## config.mk

```make
export PLATFORM = sky130hd
export DESIGN_NAME = idma_desc64_mc_queue
export DESIGN_NICKNAME = d
export VERILOG_FILES = /design/src/rtl/idma_desc64_mc_queue.sv
export SDC_FILE = /design/constraint.sdc
export NUM_CORES = 1
export LEC_CHECK = 0
export ABC_AREA = 1
export ABC_CLOCK_PERIOD_IN_PS = 6300
export CELL_PAD_IN_SITES_DETAIL_PLACEMENT = 1
export CELL_PAD_IN_SITES_GLOBAL_PLACEMENT = 1
export CORE_MARGIN = 2
export CORE_UTILIZATION = 49
export DETAILED_ROUTE_END_ITERATION = 6
export PLACE_DENSITY_LB_ADDON = 0.1
export SYNTH_ARGS = -nofsm -noshare
export SYNTH_HDL_FRONTEND = slang
export SYNTH_SLANG_ARGS = --single-unit
```

## constraint.sdc

```tcl
create_clock -name clk_i -period 6.3 [get_ports clk_i]
set_input_delay 0.63 -clock clk_i [delete_from_list [all_inputs] [get_ports clk_i]]
set_output_delay 0.63 -clock clk_i [all_outputs]
set_load 0.01 [all_outputs]
```

## src/rtl/idma_desc64_mc_queue.sv

```systemverilog
// idma_desc64_mc_queue
// Multi-channel descriptor submission queue. Descriptor addresses are pushed
// per channel into small FIFOs, round-robin arbitrated onto one fetch port
// under a global outstanding limit, and completions raise per-channel pending
// interrupt flags.
//
// Ports:
//   clk_i, rst_i                  clock, async active-high reset
//   submit_valid_i/ready_o        submit handshake; chan_i/addr_i payload
//   desc_valid_o/ready_i          fetch handshake; addr_o/chan_o payload
//   done_valid_i, done_chan_i     completion pulse and its channel
//   irq_mask_i, irq_clear_i       per-channel mask and pending clear
//   pending_o, busy_o, irq_o      per-channel status and merged interrupt
//
// state   | meaning
// --------+--------------------------------------------------------------
// ST_IDLE | no offer held; desc_* follows the live arbitration result
// ST_HOLD | offer stalled by fetch unit; channel locked until accepted
module idma_desc64_mc_queue #(
  parameter int NumChannels    = 4,
  parameter int AddrWidth      = 64,
  parameter int FifoDepth      = 4,
  parameter int MaxOutstanding = 8,
  localparam int ChanW = (NumChannels > 1) ? $clog2(NumChannels) : 1,
  localparam int OutW  = $clog2(MaxOutstanding + 1)
) (
  input  logic                   clk_i,
  input  logic                   rst_i,
  input  logic                   submit_valid_i,
  output logic                   submit_ready_o,
  input  logic [ChanW-1:0]       submit_chan_i,
  input  logic [AddrWidth-1:0]   submit_addr_i,
  output logic                   desc_valid_o,
  input  logic                   desc_ready_i,
  output logic [AddrWidth-1:0]   desc_addr_o,
  output logic [ChanW-1:0]       desc_chan_o,
  input  logic                   done_valid_i,
  input  logic [ChanW-1:0]       done_chan_i,
  input  logic [NumChannels-1:0] irq_mask_i,
  input  logic [NumChannels-1:0] irq_clear_i,
  output logic [NumChannels-1:0] pending_o,
  output logic [NumChannels-1:0] busy_o,
  output logic                   irq_o
);

  localparam int PtrW = $clog2(FifoDepth);
  localparam int CntW = PtrW + 1;

  typedef enum logic {ST_IDLE, ST_HOLD} state_e;

  state_e                           state_q, state_d;
  logic [ChanW-1:0]                 lock_chan_q, lock_chan_d;
  logic [ChanW-1:0]                 rr_ptr_q, rr_ptr_d;
  logic [NumChannels-1:0][PtrW-1:0] wr_ptr_q, wr_ptr_d;
  logic [NumChannels-1:0][PtrW-1:0] rd_ptr_q, rd_ptr_d;
  logic [NumChannels-1:0][CntW-1:0] cnt_q, cnt_d;
  logic [NumChannels-1:0][OutW-1:0] chan_out_q, chan_out_d;
  logic [OutW-1:0]                  glob_out_q, glob_out_d;
  logic [NumChannels-1:0]           pending_q, pending_d;
  logic [AddrWidth-1:0]             mem_q [NumChannels][FifoDepth];

  logic [NumChannels-1:0] fifo_empty, fifo_full, push, pop, done_hit;
  logic                   arb_found, offer_ok, desc_valid, desc_hs;
  logic [ChanW-1:0]       arb_chan, grant_chan, cand;

  // Round-robin search starting one past the last granted channel.
  always_comb begin
    arb_found = 1'b0;
    arb_chan  = '0;
    cand      = '0;
    for (int i = 1; i <= NumChannels; i++) begin
      cand = ChanW'((int'(rr_ptr_q) + i) % NumChannels);
      if (!arb_found && !fifo_empty[cand]) begin
        arb_found = 1'b1;
        arb_chan  = cand;
      end
    end
  end

  always_comb begin
    for (int c = 0; c < NumChannels; c++) begin
      fifo_empty[c] = (cnt_q[c] == '0);
      fifo_full[c]  = (cnt_q[c] == CntW'(FifoDepth));
    end
    offer_ok   = (glob_out_q < OutW'(MaxOutstanding));
    // A held offer never re-checks the limit: outstanding can only have
    // dropped since the offer was raised.
    desc_valid = (state_q == ST_HOLD) || (arb_found && offer_ok);
    grant_chan = (state_q == ST_HOLD) ? lock_chan_q : arb_chan;
    desc_hs    = desc_valid && desc_ready_i;

    // Out-of-range channels match no FIFO, so they are never ready.
    submit_ready_o = 1'b0;
    for (int c = 0; c < NumChannels; c++) begin
      if (submit_chan_i == ChanW'(c)) submit_ready_o = !fifo_full[c];
      push[c]     = submit_valid_i && (submit_chan_i == ChanW'(c)) && !fifo_full[c];
      pop[c]      = desc_hs && (grant_chan == ChanW'(c));
      done_hit[c] = done_valid_i && (done_chan_i == ChanW'(c)) && (chan_out_q[c] != '0);
    end

    for (int c = 0; c < NumChannels; c++) begin
      wr_ptr_d[c]   = wr_ptr_q[c] + PtrW'(push[c]);
      rd_ptr_d[c]   = rd_ptr_q[c] + PtrW'(pop[c]);
      cnt_d[c]      = cnt_q[c] + CntW'(push[c]) - CntW'(pop[c]);
      chan_out_d[c] = chan_out_q[c] + OutW'(pop[c]) - OutW'(done_hit[c]);
      pending_d[c]  = (pending_q[c] & ~irq_clear_i[c]) | done_hit[c];
    end
    glob_out_d = glob_out_q + OutW'(desc_hs) - OutW'(|done_hit);

    state_d     = state_q;
    lock_chan_d = lock_chan_q;
    rr_ptr_d    = rr_ptr_q;
    if (desc_hs) begin
      state_d  = ST_IDLE;
      rr_ptr_d = grant_chan;
    end else if (desc_valid) begin
      state_d     = ST_HOLD;
      lock_chan_d = grant_chan;
    end
  end

  always_ff @(posedge clk_i or posedge rst_i) begin
    if (rst_i) begin
      state_q     <= ST_IDLE;
      lock_chan_q <= '0;
      rr_ptr_q    <= ChanW'(NumChannels - 1);
      wr_ptr_q    <= '0;
      rd_ptr_q    <= '0;
      cnt_q       <= '0;
      chan_out_q  <= '0;
      glob_out_q  <= '0;
      pending_q   <= '0;
    end else begin
      state_q     <= state_d;
      lock_chan_q <= lock_chan_d;
      rr_ptr_q    <= rr_ptr_d;
      wr_ptr_q    <= wr_ptr_d;
      rd_ptr_q    <= rd_ptr_d;
      cnt_q       <= cnt_d;
      chan_out_q  <= chan_out_d;
      glob_out_q  <= glob_out_d;
      pending_q   <= pending_d;
    end
  end

  // Storage needs no reset: occupancy counters gate every read.
  always_ff @(posedge clk_i) begin
    for (int c = 0; c < NumChannels; c++) begin
      if (push[c]) mem_q[c][wr_ptr_q[c]] <= submit_addr_i;
    end
  end

  always_comb begin
    desc_valid_o = desc_valid;
    desc_chan_o  = desc_valid ? grant_chan : '0;
    desc_addr_o  = desc_valid ? mem_q[grant_chan][rd_ptr_q[grant_chan]] : '0;
    pending_o    = pending_q;
    for (int c = 0; c < NumChannels; c++) begin
      busy_o[c] = !fifo_empty[c] || (chan_out_q[c] != '0);
    end
    irq_o = |(pending_q & ~irq_mask_i);
  end

endmodule
```

Word-level counts from Yosys, hierarchy flattened --
Memory sizes are Yosys's and may differ from the RTL's. Cells that the tools add are included.
Operators by class: reductions and logical operators 65, bitwise operators 20, order comparisons 15, muxes and demuxes 55, equal/unequal tests 13, add/sub/neg operators 30
Operators by type and width (number):
- 2-to-1 mux 256 bit | 10
- OR reduction 256 bit | 3
- demux 64 bit (select 2 bit) | 4
- 2-to-1 mux 64 bit | 7
- binary-select mux 64 bit (select 2 bit) | 1
- logical AND 1 bit | 29
- adder 4 x 1 -> 4 bit | 5
- 2-to-1 mux 2 bit | 10
- subtractor 4 x 1 -> 4 bit | 5
- 2-to-1 mux 1 bit | 18
- adder 2 x 1 -> 2 bit | 8
- nonzero test 4 bit | 4
- greater-or-equal comparator 3 bit, second input constant | 5
- less-than comparator 2 x 3 -> 1 bit, second input constant | 5
- inverter 2 -> 3 bit | 5
- logical NOT 1 bit | 13
- adder 3 x 1 -> 3 bit | 4
- == test 2 bit, second input constant | 6
- == test 3 bit, second input constant | 4
- logical NOT 3 bit | 4
- less-than comparator 3 x 1 -> 1 bit, second input constant | 4
- subtractor 3 x 1 -> 3 bit | 4
- binary-select mux 1 bit (select 2 bit) | 4
- OR reduction 4 bit | 2
- other kinds (14) | 34
Storage, ports and cells: memories 1, input port bits 81, bits in writable memories 1024, logic and storage cells 220, bits in registers 57
Memory list:
- mem_q | words 4, width 256, rd ports 1, clocked after memory_dff 0, wr ports 1, RTL line 60 | logic [AddrWidth-1:0] mem_q [NumChannels][FifoDepth];

Longest topological paths before layout --
Gate-level depths: netlist of run 1.
depth after elaboration 20, mapped depth 24, mapped depth without buffers 21

Least setup slack after synthesis of run 1 --
No wires, ideal clock.
path type input -> register, from input submit_chan_i[0], to memory mem_q[0][100] in the netlist's numbering, enable pin, data arrival time 5.390 ns, buffers on the path 0, cell stages on the path 5, slack 0.345 ns, setup time 0.565 ns, cell sequence inv_1 > nand3_1 > nor2_1 > inv_1 > nor3_1
On the way: word-level cells in the longest chain between the ends 9, elaborated cells between the ends (all ways) 29
Ends and longest elaborated chain:
- start: declaration | RTL line 31 | input logic [ChanW-1:0] submit_chan_i,
- == test 2 x 1 -> 1 bit | RTL line 96 | push[c] = submit_valid_i && (submit_chan_i == ChanW'(c)) && !fifo_full[c];
- logical AND 1 bit (2 in series) | RTL line 96
- 2-to-1 mux 1 bit | RTL line 149 | if (push[c]) mem_q[c][wr_ptr_q[c]] <= submit_addr_i;
- 2-to-1 mux 256 bit (not written as such) | RTL line 149
- OR reduction 256 bit (no source line)
- 2-to-1 mux 2 bit (no source line) or 2-to-1 mux 256 bit (tied branches) (3 in series)
- end: declaration | RTL line 60
Several ways; a longest one is shown, not always the timed one.

Final worst setup path of run 1 --
from register rr_ptr_q[0], to output desc_addr_o[13]
On the way: word-level cells in the longest chain between the ends 20, elaborated cells between the ends (all ways) 39
Ends and longest elaborated chain:
- start: declaration | RTL line 53 | logic [ChanW-1:0] rr_ptr_q, rr_ptr_d;
- start signal: assignment | RTL line 126 | rr_ptr_q <= ChanW'(NumChannels - 1);
- start signal: assignment | RTL line 136 | rr_ptr_q <= rr_ptr_d;
- adder 2 bit | RTL line 72 | cand = ChanW'((int'(rr_ptr_q) + i) % NumChannels);
- binary-select mux 1 bit (select 2 bit) | RTL line 73 | if (!arb_found && !fifo_empty[cand]) begin
- 2-to-1 mux 1 bit (not written as such) | RTL line 73
- logical NOT 1 bit | RTL line 73
- logical AND 1 bit | RTL line 73
- 2-to-1 mux 1 bit | RTL line 73
- logical NOT 1 bit | RTL line 73
- logical AND 1 bit | RTL line 73
- [... 3 more ...]
- 2-to-1 mux 2 bit | RTL line 73
- 2-to-1 mux 2 bit | RTL line 89 | grant_chan = (state_q == ST_HOLD) ? lock_chan_q : arb_chan;
- binary-select mux 2 bit (select 2 bit) | RTL line 156 | desc_addr_o = desc_valid ? mem_q[grant_chan][rd_ptr_q[grant_chan]] : '0;
- 2-to-1 mux 2 bit (not written as such) | RTL line 156
- inverter 2 -> 3 bit (not written as such) | RTL line 156
- binary-select mux 64 bit (select 2 bit) | RTL line 156
- 2-to-1 mux 64 bit (not written as such) (2 in series) | RTL line 156
- 2-to-1 mux 64 bit * | RTL line 156
- end: declaration | RTL line 35 | output logic [AddrWidth-1:0] desc_addr_o,
Mark *: on every way between the ends. The rest lies on a longest branch, timed or not. The select of a mux whose other input is x is not followed.

==> results of run 1 <==
[cell usage after synthesis (all sizes together)]
cell type	n
a21o	1
a21oi	8
buf	151
clkbuf	125
dfrtp	55
dfstp	2
edfxtp	1024
fa	9
ha	27
inv	842
mux2	1
nand2	1233
nand3	800
nand3b	318
nand4	2
nor2	164
nor3	19
o21ai	14
o22ai	1
xnor2	12
xor2	20
[registers in the layout, indices dropped and copies added (netlist names)]
name and cells:
pending_o 4, chan_out_q 16, rd_ptr_q 8, wr_ptr_q 8, mem_q 1024, cnt_q 12
rr_ptr_q 2, state_q 1, glob_out_q 4, lock_chan_q 2
[what timing repair did]
item / in CTS / in global routing
pin swaps: 0 / 3
endpoints found under the setup margin: 3 / 37
resized for setup: 1 / 3
cloned: 0 / 4
[logic make-up (layout without fill, tap and decap cells)]
family | Yosys count | after routing | share of synthesized area
flops | 1081 | 1081 | 0.6515
mux | 1 | 1 | 0.0002280
buf+inv | 1118 | 1276 | 0.09068
compound gates | 24 | 24 | 0.002508
other cells | 0 | 3 | 0
fa+ha+maj | 36 | 36 | 0.01049
simple gates | 2536 | 2540 | 0.2386
xor+xnor | 32 | 32 | 0.006054
[stage by stage]
stage / util / hold WS (ns) / instance area (um2) / worst slack (ns) / instances
after CTS: 0.5569 / 0.4579 / 55690 / 0.07516 / 6284
final: 0.5575 / 0.4603 / 55750 / 0.3486 / 6291
after global routing: 0.5575 / 0.4921 / 55750 / 0.06525 / 6290
after global placement: 0.5211 / 0.4567 / 52110 / 0.7916 / 6066
after floorplan: - / 0.4365 / 49390 / 0.3451 / 4828
after detailed placement: 0.5211 / 0.4617 / 52110 / 0.6961 / 6066
[worst max-delay path: stages, from the launching register on]
cell and delay (ns):
dfstp_2 0.64, inv_2 0.11, nand3_1 0.11, nand2_1 0.07
nand2_1 0.06, nand2_1 0.08, nand2_1 0.09, nand2_1 0.05
nand2_1 0.06, nand2_1 0.20, nand2_8 0.35, nand2_8 0.24
buf_16 0.38, buf_4 0.44, nand2_1 0.13, nand3_1 0.09
nand2_1 0.14, nand2_1 0.06, nand3_1 0.12, nand2_1 0.06
nor2_1 0.34, clkdlybuf4s50_1 0.62
[layout by cell type, fill, tap and decap left out, types with 2 or more instances in the layout]
cell	synthesis	layout
nand3b_1	318	318
nand3_1	799	799
nand2_1	1228	1222
inv_2	7	7
bufinv_16	0	3
nor3_1	19	3
xnor2_1	11	11
buf_12	0	17
clkinv_2	0	22
nand4_1	2	2
diode_2	0	3
nor2_1	156	156
clkinv_1	0	30
edfxtp_1	1024	1024
nor2_2	8	8
o21ai_0	13	12
fa_1	9	9
nand2_8	0	4
xor2_1	20	20
nand2_4	1	8
buf_4	21	40
clkbuf_16	0	119
a21oi_1	8	8
clkbuf_8	0	7
dfrtp_1	55	55
inv_1	835	834
clkbuf_1	125	32
nor3_2	0	16
ha_1	27	27
clkdlybuf4s50_1	0	157
nand2_2	4	3
dfstp_2	2	2
clkinv_8	0	3
[final cells by class]
cell class | count | area [um2] | share of cell area
diodes | 3 | 7.507 | 0.0001346
clock buffers | 158 | 3194 | 0.05729
clock inverters | 60 | 377.9 | 0.006777
inverters | 842 | 3163 | 0.05673
multi-input cells | 2633 | 12960 | 0.2324
flip-flops and latches | 1081 | 32180 | 0.5771
well taps | 1298 | 1624 | 0.02913
repair buffers | 216 | 2251 | 0.04037
[worst paths after layout]
check | from | endpoint | slack, ns
min in group clk_i | rd_ptr_q[5] | rd_ptr_q[5] | 0.47
min | rst_i | pending_o[2] | 0.46
max in group asynchronous | rst_i | rd_ptr_q[1] | 5.35
max | rr_ptr_q[0] | desc_addr_o[13] | 0.35
min reg2reg | rd_ptr_q[5] | rd_ptr_q[5] | 0.47
max reg2reg | rr_ptr_q[0] | chan_out_q[6] | 1.98
[layer usage]
metal  vias to the layer above  routed length, um  global-route usage
met1                     17800              61330              0.3610
met2                       905              70510              0.4779
met4                         6               3667             0.08152
met3                       225               7388             0.03609
met5                         -                 40                   0
li1                      15890                  -                   -
==> flow_summary.ini, run 1 <==
[worst_setup_path]
cp.arrival_ns = 5.32
critPathKind = reg -> out
start_kind = register
required_ns = 5.67
r2r_cells = 17
end_kind = output pin
worstPathMaxFanout = 146

[cts]
cts_hold_buffers = 0
cts.clk_slew.worst_paths_ns = 0.06
cts_buffers = 115
cts_tree = done
post_cts_buffers = 0
cts_root_buf = clkbuf_16
cts_max_path_buffers = 3
htreeDepth = 3
clk_latency_ns = 0.70
clock_sinks = 1081

[floorplan]
die_w_um = 321.5
dieArea_mm2 = 0.1034
start_util = 0.4939
placementRows = 116
io_pins = 158
core_mm2 = 0.1000
die_h_um = 321.5

[logic_synthesis]
ys_seq_elements = 1081
syn_area_mm2 = 0.04939
synth_top_area_frac = 0.6225
synth_area_leader_cell = edfxtp_1
netlist_instances = 4828
ys.warnings.count = 0
syn_avg_cell_area_um2 = 10.23
ys_seq_area_frac = 0.6515
synth_area_leaders = edfxtp_1 (62%), nand2_1 (9.3%), nand3_1 (8.1%)
syn-num-nets = 4945
netlist-cell-type-count = 31

[sta]
fmax_mhz = 168.0
finalCriticalPeriod_ns = 5.951
final_max_slew_viol_count = 85
rsz0062_at_grt = no
slew_headroom = -0.06657
hold_violations = 0
setup_viol = 0
min_period_over_period = 0.9447
fin_worst_skew_ns = 0.02845
tightest_slew_ns = 1.600
setup-tns-final_ns = 0

[detailed_routing]
drt-total-wl_mm = 142.9
detail_route.vias_per_cell = 5.536
ant_nets = 0
drtIter0Drc = 2874
drc = 0
drt_pre_antenna_iters = 6
vias = 34820
routedWlPerCell_um = 22.72

[hold_path]
hp-class = in -> async

[layout]
area_delta_synth_final_pct = 12.88
drive_above_1_share = 0.05371
num-fill-cells = 10790
final_nets = 5006

[outcome]
violations = max-slew violations
status = complete, but fails checks

[global_route]
antenna_found_initial = 7
grt_max_degree = 223
overflow = 0
grt_pass1_vias = 36720
grt_pass1_wl_mm = 216.6
grt_util_all_layers = 0.2752

[flow_run]
cap_violations = 0

[place]
gp_congestion = 0.7489
dp_hpwl_mm = 71.57
portBuffers = 157
Power of run 1 is not shown: default switching activity piles up to over one toggle a cycle in this logic, so the estimate is an artifact.
==> run 2, diff against run 1 <==
Settings changed: REMOVE_ABC_BUFFERS from default to 1.
==> run 2 against run 1 <==
First-iteration DRC count shrank 8.9%. Largest cell class unchanged. Final cell count is essentially flat. Routed wire length shrank 1.2%. Non-clock buffer count grew 5. Via count shrank 0.58%. Sequential cell count is the same. Register-to-register slack lost 0.09 ns. Critical endpoint is now desc_addr_o[61]. Critical path depth shrank 1. The flow now finishes without violations. Setup slack gained 0.075 ns. Core utilization grew 0.42 points.
==> flow_summary.ini, run 2 (synthesis results as in run 1) <==
[outcome]
status = finished, final reports clean

[detailed_routing]
wl_met2_mm = 71.10
drc = 0
drtIter0Drc = 2617
wl_met3_mm = 6.607
detail_route.vias_per_cell = 5.509
drt_pre_antenna_iters = 5
highest_layer = met5
drt-total-wl_mm = 141.2
vias = 34620
wl_met1_mm = 60.34
routedWlPerCell_um = 22.47
ant_nets = 0

[worst_setup_path]
r2r_cells = 16
r2r-start = rr_ptr_q[0]
critPathKind = reg -> out
crit_path_max_incr_delay_ns = 0.68
required_ns = 5.67
cp.arrival_ns = 5.25
cp_top_family = simple AND/OR/NAND/NOR gates
critPathSlowestCell = buf_12
path_common_cell = nand2_1
worstPathCellList = inv_2, nand3_1, nand2_1, nand2_1, nand2_1, nand3_1, nor2_2, nor2_2, nand2_8, nand2_4, buf_12, buf_4, nand2_1, nand3_1, nand2_1, nand2_1, nand2_1, nor2_1, nor2_1, clkdlybuf4s50_1
end_kind = output pin
crit_buf_inv = 4
r2r_end = chan_out_q[2]
rrSetupSlack_ns = 1.89
start_kind = register
worstPathMaxFanout = 192

[floorplan]
io_pins = 158
core_mm2 = 0.1000
dieArea_mm2 = 0.1034
start_util = 0.4939
die_h_um = 321.5
die_w_um = 321.5
placementRows = 116

[sta]
setup_viol = 0
final_max_slew_viol_count = 0
slew_headroom = 0.1483
fin_worst_skew_ns = 0.01288
min_period_over_period = 0.9327
rsz0062_at_grt = no
hold_violations = 0
tightest_slew_ns = 1.278
fmax_mhz = 170.2
fin_hold_ws_ns = 0.4650
finalCriticalPeriod_ns = 5.876

[global_route]
grt_max_degree = 221
overflow = 0
grt_pass1_vias = 37270
antenna_found_initial = 6
grt_pass1_wl_mm = 217.9
grt_util_all_layers = 0.2757

[cts]
htreeDepth = 3
cts_root_buf = clkbuf_16
clock_sinks = 1081
cts_hold_buffers = 0
clk_latency_ns = 0.70
cts_max_path_buffers = 3
cts_tree = done
post_cts_buffers = 0
cts.clk_slew.worst_paths_ns = 0.06
cts_buffers = 114
post_cts_resized = 0

[layout]
largest_reg_flops = 1024
final_nets = 5006
final_cells = 6285
area_delta_synth_final_pct = 13.72
layout_common_cells = nand2_1 (1,223), edfxtp_1 (1,024), inv_1 (834)
num-fill-cells = 10690
final_common_cell = nand2_1
drive_above_1_share = 0.05797

[place]
portBuffers = 157
dpl.cell_count = 6071
gp_congestion = 0.7422
dp_hpwl_mm = 69.10

[flow_run]
cap_violations = 0

[hold_path]
hp-class = in -> async
==> run 2: final cells by class <==
| type | count | area [um2] | share of cell area |
|---|---|---|---|
| clock buffer | 136 | 3114 | 0.05544 |
| clock inverter | 76 | 930.9 | 0.01657 |
| multi-input combinational | 2629 | 12900 | 0.2297 |
| timing repair buffer | 221 | 2252 | 0.04010 |
| sequential | 1081 | 32180 | 0.5729 |
| tap | 1298 | 1624 | 0.02891 |
| antenna | 2 | 5.005 | 0.00008910 |
| inverter | 842 | 3163 | 0.05631 |
==> run 2: how the worst max path moves through the flow <==
stage	startpoint	slack, ns	to	cells after the start
after floorplan	state_q	-22.46	desc_addr_o[0]	9
after global placement	rr_ptr_q[0]	1.26	desc_addr_o[29]	20
after detailed placement	rr_ptr_q[0]	1.14	desc_addr_o[29]	20
after CTS	rr_ptr_q[0]	0.40	desc_addr_o[61]	20
after global routing	rr_ptr_q[0]	0.10	desc_addr_o[57]	20
final	rr_ptr_q[0]	0.42	desc_addr_o[61]	20
==> run 2: worst register-to-register path: cells and delay by family, from the launching register on <==
kind	cells	cell delay (ns)
adders and majority gates	2	0.60
and+or+nand+nor	11	2.03
xor gates and xnor gates	1	0.17
AOI/OAI and AO/OA	1	0.74
buffers and inverters	1	0.11
DFF	1	0.65
==> run 2: per-layer routing <==
metal  up-vias  GRT usage
li1      15880          -
met1     17720     0.3613
met2       804     0.4858
met3       211    0.03244
met4         6    0.07331
met5         -          0
==> run 2: per-stage QoR <==
step / area [um2] / util / setup TNS (ns) / setup WS [ns]
3_3_place_gp: 52120 / 0.5212 / 0 / 1.261
3_5_place_dp: 52120 / 0.5212 / 0 / 1.136
6_report: 56170 / 0.5617 / 0 / 0.4239
4_1_cts: 56170 / 0.5616 / 0 / 0.3955
5_1_grt: 56170 / 0.5617 / 0 / 0.1007
2_1_floorplan: 48080 / - / -2223.66 / -22.46
Power of run 2 is left out for the same reason.
